==> config.mk <==
export PLATFORM = sky130hd
export DESIGN_NAME = key_debounce_multi
export DESIGN_NICKNAME = d
export VERILOG_FILES = /design/src/rtl/key_debounce_multi.sv
export SDC_FILE = /design/constraint.sdc
export NUM_CORES = 1
export LEC_CHECK = 0
export BUFFER_PORTS_ARGS = -buffer_cell sky130_fd_sc_hd__buf_2
export CORE_MARGIN = 1
export CORE_UTILIZATION = 38
export CTS_CLUSTER_DIAMETER = 150
export DETAILED_ROUTE_END_ITERATION = 12
export MAX_ROUTING_LAYER = met4
export PLACE_DENSITY = 0.55
export SLEW_MARGIN = 40
export SYNTH_ARGS = -nofsm -noshare
export SYNTH_HDL_FRONTEND = slang
export SYNTH_SLANG_ARGS = --single-unit
==> constraint.sdc <==
create_clock -name Sys_CLK -period 2.5 [get_ports Sys_CLK]
set_input_delay 0.125 -clock Sys_CLK [delete_from_list [all_inputs] [get_ports Sys_CLK]]
set_output_delay 0.125 -clock Sys_CLK [all_outputs]
set_load 0.02 [all_outputs]
==> src/rtl/key_debounce_multi.sv <==
// N-channel key conditioner: 2-flop synchroniser, debounced level, press/release/long strobes.
// Optional auto-repeat strobe in the HELD state is built only when KEY_REPEAT_EN is defined.
module key_debounce_multi #(
  parameter int NUM_KEYS      = 2,
  parameter int CLK_FREQ_HZ   = 50_000_000,
  parameter int DEBOUNCE_MS   = 10,
  parameter int LONG_PRESS_MS = 1000,
  parameter int REPEAT_MS     = 100,
  parameter int ACTIVE_LOW    = 1
) (
  input  logic                Sys_CLK,
  input  logic                Sys_RST_N,
  input  logic [NUM_KEYS-1:0] Key_In,
  output logic [NUM_KEYS-1:0] Key_Out,
  output logic [NUM_KEYS-1:0] Key_Press,
  output logic [NUM_KEYS-1:0] Key_Release,
  output logic [NUM_KEYS-1:0] Key_Long,
  output logic [NUM_KEYS-1:0] Key_Repeat
);

  localparam int DB_CNT   = CLK_FREQ_HZ / 1000 * DEBOUNCE_MS;
  localparam int LONG_CNT = CLK_FREQ_HZ / 1000 * LONG_PRESS_MS;
  localparam int DB_W     = $clog2(DB_CNT);
  localparam int LONG_W   = $clog2(LONG_CNT);

  localparam logic [DB_W-1:0]     DB_LAST   = DB_W'(DB_CNT - 1);
  localparam logic [LONG_W-1:0]   LONG_LAST = LONG_W'(LONG_CNT - 1);
  localparam logic [NUM_KEYS-1:0] IDLE_LVL  = (ACTIVE_LOW != 0) ? '1 : '0;

  if (NUM_KEYS < 1 || NUM_KEYS > 16 || DB_CNT < 2 || LONG_CNT <= DB_CNT || REPEAT_MS < 1) begin : g_param_check
    $error("key_debounce_multi: illegal parameter combination");
  end

  typedef enum logic [1:0] {
    ST_RELEASED = 2'd0,
    ST_PRESSED  = 2'd1,
    ST_HELD     = 2'd2
  } state_t;

  logic [NUM_KEYS-1:0] r_sync0;
  logic [NUM_KEYS-1:0] r_sync1;
  logic [NUM_KEYS-1:0] w_pressed;

  // Synchronisers reset to the released pin level so reset exit never looks like a press.
  always_ff @(posedge Sys_CLK or negedge Sys_RST_N) begin
    if (!Sys_RST_N) begin
      r_sync0 <= IDLE_LVL;
      r_sync1 <= IDLE_LVL;
    end else begin
      r_sync0 <= Key_In;
      r_sync1 <= r_sync0;
    end
  end

  assign w_pressed = r_sync1 ^ IDLE_LVL;

  for (genvar g = 0; g < NUM_KEYS; g++) begin : g_key
    logic [DB_W-1:0]   r_db_cnt;
    logic              r_out;
    logic              w_toggle;
    state_t            r_state;
    logic [LONG_W-1:0] r_hold_cnt;
    logic              r_press;
    logic              r_release;
    logic              r_long;

    assign w_toggle = (w_pressed[g] != r_out) && (r_db_cnt == DB_LAST);

    always_ff @(posedge Sys_CLK or negedge Sys_RST_N) begin
      if (!Sys_RST_N) begin
        r_db_cnt <= '0;
        r_out    <= 1'b0;
      end else if (w_pressed[g] == r_out) begin
        r_db_cnt <= '0;
      end else if (r_db_cnt == DB_LAST) begin
        r_out    <= ~r_out;
        r_db_cnt <= '0;
      end else begin
        r_db_cnt <= r_db_cnt + 1'b1;
      end
    end

    // Release takes priority over the long-press check when both land on one edge.
    always_ff @(posedge Sys_CLK or negedge Sys_RST_N) begin
      if (!Sys_RST_N) begin
        r_state    <= ST_RELEASED;
        r_hold_cnt <= '0;
        r_press    <= 1'b0;
        r_release  <= 1'b0;
        r_long     <= 1'b0;
      end else begin
        r_press   <= 1'b0;
        r_release <= 1'b0;
        r_long    <= 1'b0;
        case (r_state)
          ST_RELEASED: begin
            if (w_toggle && !r_out) begin
              r_press    <= 1'b1;
              r_hold_cnt <= '0;
              r_state    <= ST_PRESSED;
            end
          end
          ST_PRESSED: begin
            if (w_toggle && r_out) begin
              r_release <= 1'b1;
              r_state   <= ST_RELEASED;
            end else if (r_hold_cnt == LONG_LAST) begin
              r_long  <= 1'b1;
              r_state <= ST_HELD;
            end else begin
              r_hold_cnt <= r_hold_cnt + 1'b1;
            end
          end
          ST_HELD: begin
            if (w_toggle && r_out) begin
              r_release <= 1'b1;
              r_state   <= ST_RELEASED;
            end
          end
          default: r_state <= ST_RELEASED;
        endcase
      end
    end

    assign Key_Out[g]     = r_out;
    assign Key_Press[g]   = r_press;
    assign Key_Release[g] = r_release;
    assign Key_Long[g]    = r_long;

`ifdef KEY_REPEAT_EN
    localparam int REPEAT_CNT = CLK_FREQ_HZ / 1000 * REPEAT_MS;
    localparam int REP_W      = (REPEAT_CNT > 1) ? $clog2(REPEAT_CNT) : 1;
    localparam logic [REP_W-1:0] REP_LAST = REP_W'(REPEAT_CNT - 1);

    logic [REP_W-1:0] r_rep_cnt;
    logic             r_repeat;

    // Counter runs only while HELD and not on the releasing edge, so it restarts fresh on every hold.
    always_ff @(posedge Sys_CLK or negedge Sys_RST_N) begin
      if (!Sys_RST_N) begin
        r_rep_cnt <= '0;
        r_repeat  <= 1'b0;
      end else begin
        r_repeat <= 1'b0;
        if (r_state == ST_HELD && !(w_toggle && r_out)) begin
          if (r_rep_cnt == REP_LAST) begin
            r_rep_cnt <= '0;
            r_repeat  <= 1'b1;
          end else begin
            r_rep_cnt <= r_rep_cnt + 1'b1;
          end
        end else begin
          r_rep_cnt <= '0;
        end
      end
    end

    assign Key_Repeat[g] = r_repeat;
`else
    assign Key_Repeat[g] = 1'b0;
`endif
  end

endmodule

# After elaboration in Yosys (flattened, before gate mapping)
# Index checks and enable logic that the tools add are counted.
dict set report totals {
  register_bits 106
  inputBits 4
  output_inout_bits 10
  wordCells 103
}
dict set report op_classes {
  n_addsub 4
  eq_ne 22
  muxes 36
  n_bitwise 5
  reduce_logical 20
}
# cell n
set op_table {}
lappend op_table {{two-way mux 26 bit} 6}
lappend op_table {{one-hot mux 26 bit (2 select lines)} 2}
lappend op_table {{two-way mux 19 bit} 4}
lappend op_table {{adder 26 x 1 -> 26 bit (second input constant)} 2}
lappend op_table {{== test 26 bit (second input constant)} 2}
lappend op_table {{adder 19 x 1 -> 19 bit (second input constant)} 2}
lappend op_table {{== test 19 bit (second input constant)} 2}
lappend op_table {{two-way mux 2 bit} 8}
lappend op_table {{!= test 2 bit (second input constant)} 8}
lappend op_table {{two-way mux 1 bit} 14}
lappend op_table {{one-hot mux 2 bit (3 select lines)} 2}
lappend op_table {{AND reduction 4 bit} 2}
lappend op_table {{logical AND 1 bit} 6}
lappend op_table {{!= test 3 bit (second input constant)} 2}
lappend op_table {{AND reduction 3 bit} 2}
lappend op_table {{== test 2 x 1 -> 1 bit (second input constant)} 2}
lappend op_table {{== test 2 bit (second input constant)} 2}
lappend op_table {{logical NOT 2 bit} 2}
lappend op_table {{NOT 1 bit} 4}
lappend op_table {{AND reduction 2 bit} 2}
lappend op_table {{nonzero test 2 bit} 2}
lappend op_table {{OR reduction 2 bit} 2}
lappend op_table {{== test 1 bit} 2}
lappend op_table {{logical NOT 1 bit} 2}
lappend op_table {{other kinds (2)} 3}

# Longest topological paths before layout
# Gate-level depths: netlist of run 1.
dict set report depth {
  depth_word 6
  depth_mapped 9
  mapped_depth_nobuf 8
}

# Least setup slack after synthesis of run 1
# No wires, ideal clock.
dict set report synth_path {
  path_type {reg-to-reg}
  from {reg g_key[0].r_db_cnt[9]}
  to {reg g_key[0].r_hold_cnt[11]}
  setup_ns 0.126
  t_arrival_ns 2.466
  required_time_ns 2.374
  setup_slack_ns -0.092
  stages_incl_launch_ff 8
  n_path_buf 1
  period_less_slack_ns 2.592
  cell_sequence {dfrtp_1 -> or4_1 -> or3_1 -> o31a_1 -> o31a_1 -> buf_6 -> and3_1 -> a221o_1}
}
dict set report synth_between {
  elab_chain_len 5
  word_cells_on_any_way 7
  classes_between {eq/ne: 3; reduce/logical: 4}
}
# element line
set synth_rtl {}
lappend synth_rtl {{start: declaration} 58} ;# logic [DB_W-1:0] r_db_cnt;
lappend synth_rtl {{start signal: assignment} 79} ;# r_db_cnt <= r_db_cnt + 1'b1;
lappend synth_rtl {{== test 19 bit *} 67} ;# assign w_toggle = (w_pressed[g] != r_out) && (r_db_cnt == DB_LAST);
lappend synth_rtl {{logical AND 1 bit *} 67}
lappend synth_rtl {{logical AND 1 bit (on tied branches)} {104, 97}}
lappend synth_rtl {{!= test 2 bit (no line)} --}
lappend synth_rtl {{AND reduction 4 bit (no line) *} --}
lappend synth_rtl {{end signal: assignment} 111} ;# r_hold_cnt <= r_hold_cnt + 1'b1;
lappend synth_rtl {{end: declaration} 62} ;# logic [LONG_W-1:0] r_hold_cnt;
# Every way passes the cells marked *; elsewhere a longest branch is shown, timed or not.
# A chain may end at the register's enable or synchronous reset.

# Worst setup path after layout of run 1
dict set report layout_path {
  from {reg g_key[0].r_db_cnt[12]}
  to {reg g_key[0].r_hold_cnt[3]}
}
# The elaborated chain is that of the path after synthesis.

==> results.sh, run 1 <==
export IMPL_cp_end_kind="register"
export IMPL_yosys_warnings=0
export IMPL_ff_latch_area_sq_mm=0.002658
export IMPL_io_pins=14
export IMPL_initial_utilization_pct=39.43
export IMPL_r2r_start="g_key[0].r_db_cnt[12]"
export IMPL_required_ns=2.74
export IMPL_drtIter0Drc=288
export IMPL_die_area_sq_mm=0.01581
export IMPL_power_leakage_uw=0.002909
export IMPL_cts_tree="built"
export IMPL_synth_avg_cell_area_sq_um=9.191
export IMPL_grt_pass1_wl_um=22450
export IMPL_yosysSeqAreaShare_pct=45.68
export IMPL_antenna_found_initial=0
export IMPL_die_h_um=125.7
export IMPL_vias=4860
export IMPL_hpwl_um=8896
export IMPL_layout_drive_gt1_share_pct=12.93
export IMPL_grt_pass1_vias=4710
export IMPL_final_common_cell="dfrtp_1"
export IMPL_peakVddDrop_mv=0.3273
export IMPL_ys_seq_elements=106
export IMPL_place_congestion=0.8405
export IMPL_multi_input_area_sq_mm=0.002995
export IMPL_synthesis_area_sq_mm=0.005818
export IMPL_slew_violations=0
export IMPL_route_detailed_drc=0
export IMPL_max_slew_worst_pin_slew_ns=0.6723
export IMPL_coreArea_sq_mm=0.01475
export IMPL_clock_path_buffers=2
export IMPL_die_x_um=125.7
export IMPL_nNetsFinal=674
export IMPL_finClkSkew_ns=0.008029
export IMPL_slew_headroom_pct=54.77
export IMPL_status="finished, violations left"
export IMPL_layout_common_cells="dfrtp_1, nor2_1, nand2_1"
export IMPL_h_tree_depth=3
export IMPL_post_cts_repair_setup_buffers=0
export IMPL_clock_sinks=106
export IMPL_synthFlopType="dfrtp_1"
export IMPL_rsz0062_at_grt="true"
export IMPL_grt_overflow_total=0
export IMPL_nFillCells=1454
export IMPL_period_needed_ns=2.559
export IMPL_drt_wl_total_um=12920
export IMPL_grt_total_usage_pct=18.05
export IMPL_p_total_uw=3180
export IMPL_drv_cap=0
export IMPL_io_buffers=11
export IMPL_cp_start_kind="register"
export IMPL_grt_max_degree=49
export IMPL_crit_start="g_key[0].r_db_cnt[12]"
export IMPL_worstPathArrival_ns=2.80
export IMPL_hold_viol=0
export IMPL_hp_class="input port to async pin"
export IMPL_cts_root_buf="clkbuf_16"
export IMPL_cts_buffers=9
export IMPL_vias_per_cell=5.724
export IMPL_drt_pass1_iter_count=4
export IMPL_async_flop_share_pct=100.0
export IMPL_worstSetupPathType="register to register"
export IMPL_setup_viol=10
export IMPL_path_clk_slew_ns=0.07
export IMPL_clk_latency_ns=0.36
export IMPL_diodes=0
export IMPL_violations="negative setup slack"
export IMPL_fin_util_pct=44.75
export IMPL_powerDensity_mw_per_mm2=481.6
export IMPL_synth_cells=633
export IMPL_wl_per_cell_um=15.21
export IMPL_synth_cell_type_count=59
export IMPL_layout_area_overhead_vs_synth_pct=13.48
export IMPL_synth_edff_count=0
export IMPL_max_freq_mhz=390.7
export IMPL_setup_ws_ns=-0.05946
export IMPL_core_rowCount=44
export IMPL_cp_max_fo=35
export IMPL_fin_crit_sh_pct=102.4
export IMPL_detail_route_antenna_nets=0
## Yosys cell counts (all sizes together) (6+ instances only)
library cell / n / area, sq um
clkbuf: 20 / 75.07
or3: 12 / 75.07
a31oi: 14 / 87.58
buf: 14 / 101.3
a21oi: 25 / 125.1
nand2: 56 / 210.2
nor4: 11 / 68.82
nand3: 42 / 210.2
and4: 10 / 87.58
ha: 10 / 125.1
nor2: 69 / 259.0
o21ai: 20 / 100.1
a211o: 6 / 52.55
or2: 6 / 37.54
xnor2: 9 / 78.83
nand4: 20 / 125.1
dfrtp: 102 / 2552
inv: 13 / 48.80
nor3: 24 / 120.1
and3: 30 / 187.7
and2: 7 / 43.79
xor2: 23 / 201.4
a221o: 14 / 140.1
## metal layers
layer	GRT usage, %	routed length [um]	share of wire, %
met5	-	0	0
met1	22.45	6198	48
met4	5.811	189	1.5
met3	4.291	411	3.2
met2	28.99	6117	47
## kinds of logic after synthesis
| kind of cell | synth area share [%] |
|---|---|
| other cells | 0.06445 |
| xor+xnor | 4.817 |
| flops | 45.68 |
| compound gates | 14.69 |
| buf+inv | 3.871 |
| mux | 0.8817 |
| fa+ha+maj | 2.151 |
| simple gates | 27.85 |
## power by group
| part | total [uW] | internal, uW | switching, uW |
|---|---|---|---|
| Clock | 1360 | 681 | 678 |
| Sequential | 1740 | 1730 | 10.9 |
| Combinational | 83.1 | 24.8 | 58.2 |
## metrics by stage
step / area [sq um] / hold slack, ns / cells / setup TNS, ns / setup slack, ns
2_1_floorplan: 5822 / -0.1706 / 634 / 0 / 0.006503
3_3_place_gp: 6238 / 0.1400 / 830 / 0 / 0.02015
3_5_place_dp: 6238 / 0.1446 / 830 / 0 / 0.0003160
4_1_cts: 6548 / 0.3028 / 849 / -0.4544 / -0.06274
5_1_grt: 6603 / 0.3262 / 849 / -0.9519 / -0.09833
6_report: 6603 / 0.2825 / 849 / -0.4061 / -0.05946
## final cells by class
cell class / count / share of cell area, %
clock buffers: 9 / 3.411
clock inverters: 7 / 0.8149
inverters: 13 / 0.7391
multi-input cells: 481 / 45.37
flip-flops and latches: 106 / 40.25
well taps: 184 / 3.487
repair buffers: 49 / 5.931
## state kept, by name (all words and copies together) (netlist names)
register	count
g_key.r_hold_cnt	52
g_key.r_db_cnt	38
g_key.r_state	4
g_key.r_long	2
g_key.r_out	2
g_key.r_press	2
g_key.r_release	2
r_sync0	2
r_sync1	2
## repair_timing
action | 4_1_cts | 5_1_grt
resized for setup | 0 | 10
setup endpoints to repair | 10 | 44
endpoints found under the hold margin | 38 | 0
pin swaps | 0 | 2
hold buffers | 3 | 0
## path summary, 6_finish.rpt
kind                                                to  slack, ns  cells after the start
worst max-delay path            g_key[0].r_hold_cnt[3]      -0.06                      7
worst min register to register              r_sync1[0]       0.36                      0
worst max register to register  g_key[0].r_hold_cnt[3]      -0.06                      7
min in group Sys_CLK                        r_sync1[0]       0.36                      0
worst min-delay path              g_key[1].r_db_cnt[8]       0.28                      2
max in group asynchronous                   r_sync1[1]       1.49                      3
## worst max-delay path, stage by stage (launching register included)
cell	delay, ns
dfrtp_1	0.39
or4_4	0.53
or3_4	0.34
o31a_1	0.28
o31a_1	0.28
buf_12	0.17
and3_4	0.17
a221o_1	0.26
No activity file was read; power rests on OpenSTA's default activity.
==> inputs of run 2 (changes only) <==
Settings changed: CAP_MARGIN from default to 20, PLACE_DENSITY 0.55 to 0.53, SLEW_MARGIN 40 to 30.
Clock period 2.5 ns to 3.2 ns, I/O delays scaled along.
==> run 2 against run 1 <==
The run now ends clean. Clock-buffer cell count unchanged. Flip-flop and latch count stayed put. Utilization decreased by 1.3 points. Design area decreased by 2.9%. Register-to-register slack better by 0.41 ns. Wire length fell by 2.5%. Via count is 4.1% lower. Sequential share of layout area is 1.2 points higher. Power decreased by 15%. Combinational power is 30% lower. Fmax decreased by 10%. Largest cell class unchanged. Largest power group unchanged.
==> results.sh, run 2 (synthesis results as in run 1) <==
export IMPL_status="finished clean"
export IMPL_grt_max_degree=49
export IMPL_nFillCells=1429
export IMPL_worstPathArrival_ns=3.08
export IMPL_worstSetupPathType="register to register"
export IMPL_ff_latch_area_sq_mm=0.002658
export IMPL_initial_utilization_pct=39.43
export IMPL_peakVddDrop_mv=0.2654
export IMPL_core_rowCount=44
export IMPL_drv_cap=0
export IMPL_hold_ws_ns=0.3559
export IMPL_cts_buffers=9
export IMPL_grt_pass1_wl_um=21800
export IMPL_period_needed_ns=2.850
export IMPL_cts_resized=0
export IMPL_drt_wl_total_um=12600
export IMPL_hpwl_um=8442
export IMPL_drtIter0Drc=257
export IMPL_io_buffers=11
export IMPL_tns_ns=0
export IMPL_slew_violations=0
export IMPL_max_freq_mhz=350.9
export IMPL_power_leakage_uw=0.002820
export IMPL_post_cts_repair_setup_buffers=0
export IMPL_rsz0062_at_grt="false"
export IMPL_cts_tree="built"
export IMPL_cts_root_buf="clkbuf_16"
export IMPL_max_slew_worst_pin_slew_ns=0.8270
export IMPL_p_total_uw=2693
export IMPL_layout_common_cells="dfrtp_1, nor2_1, nand2_1"
export IMPL_hold_buffers=3
export IMPL_clock_sinks=106
export IMPL_diodes=0
export IMPL_reg_top3="g_key.r_hold_cnt (52), g_key.r_db_cnt (38), g_key.r_state (4)"
export IMPL_clk_latency_ns=0.35
export IMPL_grt_overflow_total=0
export IMPL_slew_headroom_pct=44.87
export IMPL_final_common_cell="dfrtp_1"
export IMPL_cp_start_kind="register"
export IMPL_h_tree_depth=3
export IMPL_path_clk_slew_ns=0.07
export IMPL_layout_drive_gt1_share_pct=8.125
export IMPL_largest_reg_flops=52
export IMPL_largest_register="g_key.r_hold_cnt"
export IMPL_nNetsFinal=649
export IMPL_detail_route_antenna_nets=0
export IMPL_die_x_um=125.7
export IMPL_fin_util_pct=43.45
export IMPL_required_ns=3.43
export IMPL_clock_path_buffers=2
export IMPL_hold_viol=0
export IMPL_grt_total_usage_pct=17.54
export IMPL_cp_max_fo=27
export IMPL_place_congestion=0.7922
export IMPL_finClkSkew_ns=0.007495
export IMPL_coreArea_sq_mm=0.01475
export IMPL_antenna_found_initial=0
export IMPL_fin_crit_sh_pct=89.06
export IMPL_vias=4662
export IMPL_grt_pass1_vias=4444
export IMPL_setup_ws_ns=0.3502
export IMPL_layout_area_overhead_vs_synth_pct=10.19
export IMPL_die_area_sq_mm=0.01581
export IMPL_die_h_um=125.7
export IMPL_route_detailed_drc=0
export IMPL_wl_per_cell_um=15.29
export IMPL_io_pins=14
export IMPL_powerDensity_mw_per_mm2=420.1
export IMPL_dp_slack_ns=0.3788
export IMPL_multi_input_area_sq_mm=0.002944
export IMPL_hp_class="register to register"
export IMPL_cp_end_kind="register"
export IMPL_vias_per_cell=5.658
export IMPL_drt_pass1_iter_count=5
export IMPL_setup_viol=0
[run 2: where the power goes]
part | total [uW] | leakage (uW) | switching [uW] | internal [uW]
clock network | 1280 | 0.000169 | 510 | 765
registers | 1360 | 0.00146 | 10.5 | 1350
logic | 57.9 | 0.00119 | 43.0 | 15.0
[run 2: layer usage]
| layer | routed length (um) | up-vias | share of wire, % | global-route usage [%] |
|---|---|---|---|---|
| li1 | - | 2340 | - | - |
| met1 | 6397 | 2243 | 51 | 23.15 |
| met2 | 5709 | 68 | 45 | 26.99 |
| met3 | 307 | 11 | 2.4 | 3.611 |
| met4 | 185 | 0 | 1.5 | 5.599 |
| met5 | 0 | - | 0 | - |
[run 2: final timing paths]
check | from | end | slack (ns) | cells after the start
worst max register to register | g_key[0].r_db_cnt[9] | g_key[0].r_hold_cnt[24] | 0.35 | 7
worst max-delay path | g_key[0].r_db_cnt[9] | g_key[0].r_hold_cnt[24] | 0.35 | 7
max in group asynchronous | Sys_RST_N | g_key[0].r_db_cnt[16] | 2.04 | 3
worst min register to register | r_sync0[0] | r_sync1[0] | 0.36 | 0
worst min-delay path | r_sync0[0] | r_sync1[0] | 0.36 | 0
min in group asynchronous | Sys_RST_N | g_key[1].r_db_cnt[17] | 0.37 | 2
[run 2: metrics by stage]
stage	area, sq um	std cells
floorplan	5822	634
global placement	6038	805
detailed placement	6038	805
CTS	6411	824
global route	6411	824
finish	6411	824
[run 2: worst max-delay path, stage by stage, from the launching register on]
cell and delay [ns]:
dfrtp_1 0.45, or4_1 0.51, or3_1 0.39, o31a_1 0.31, o31a_1 0.43, buf_12 0.21, and3_1 0.17, a221o_1 0.25
[run 2: layout make-up]
type	instances	share of cell area, %
multi-input cells	481	45.92
flip-flops and latches	106	41.45
well taps	184	3.591
clock buffers	9	3.513
repair buffers	24	2.927
clock inverters	7	1.835
inverters	13	0.7611
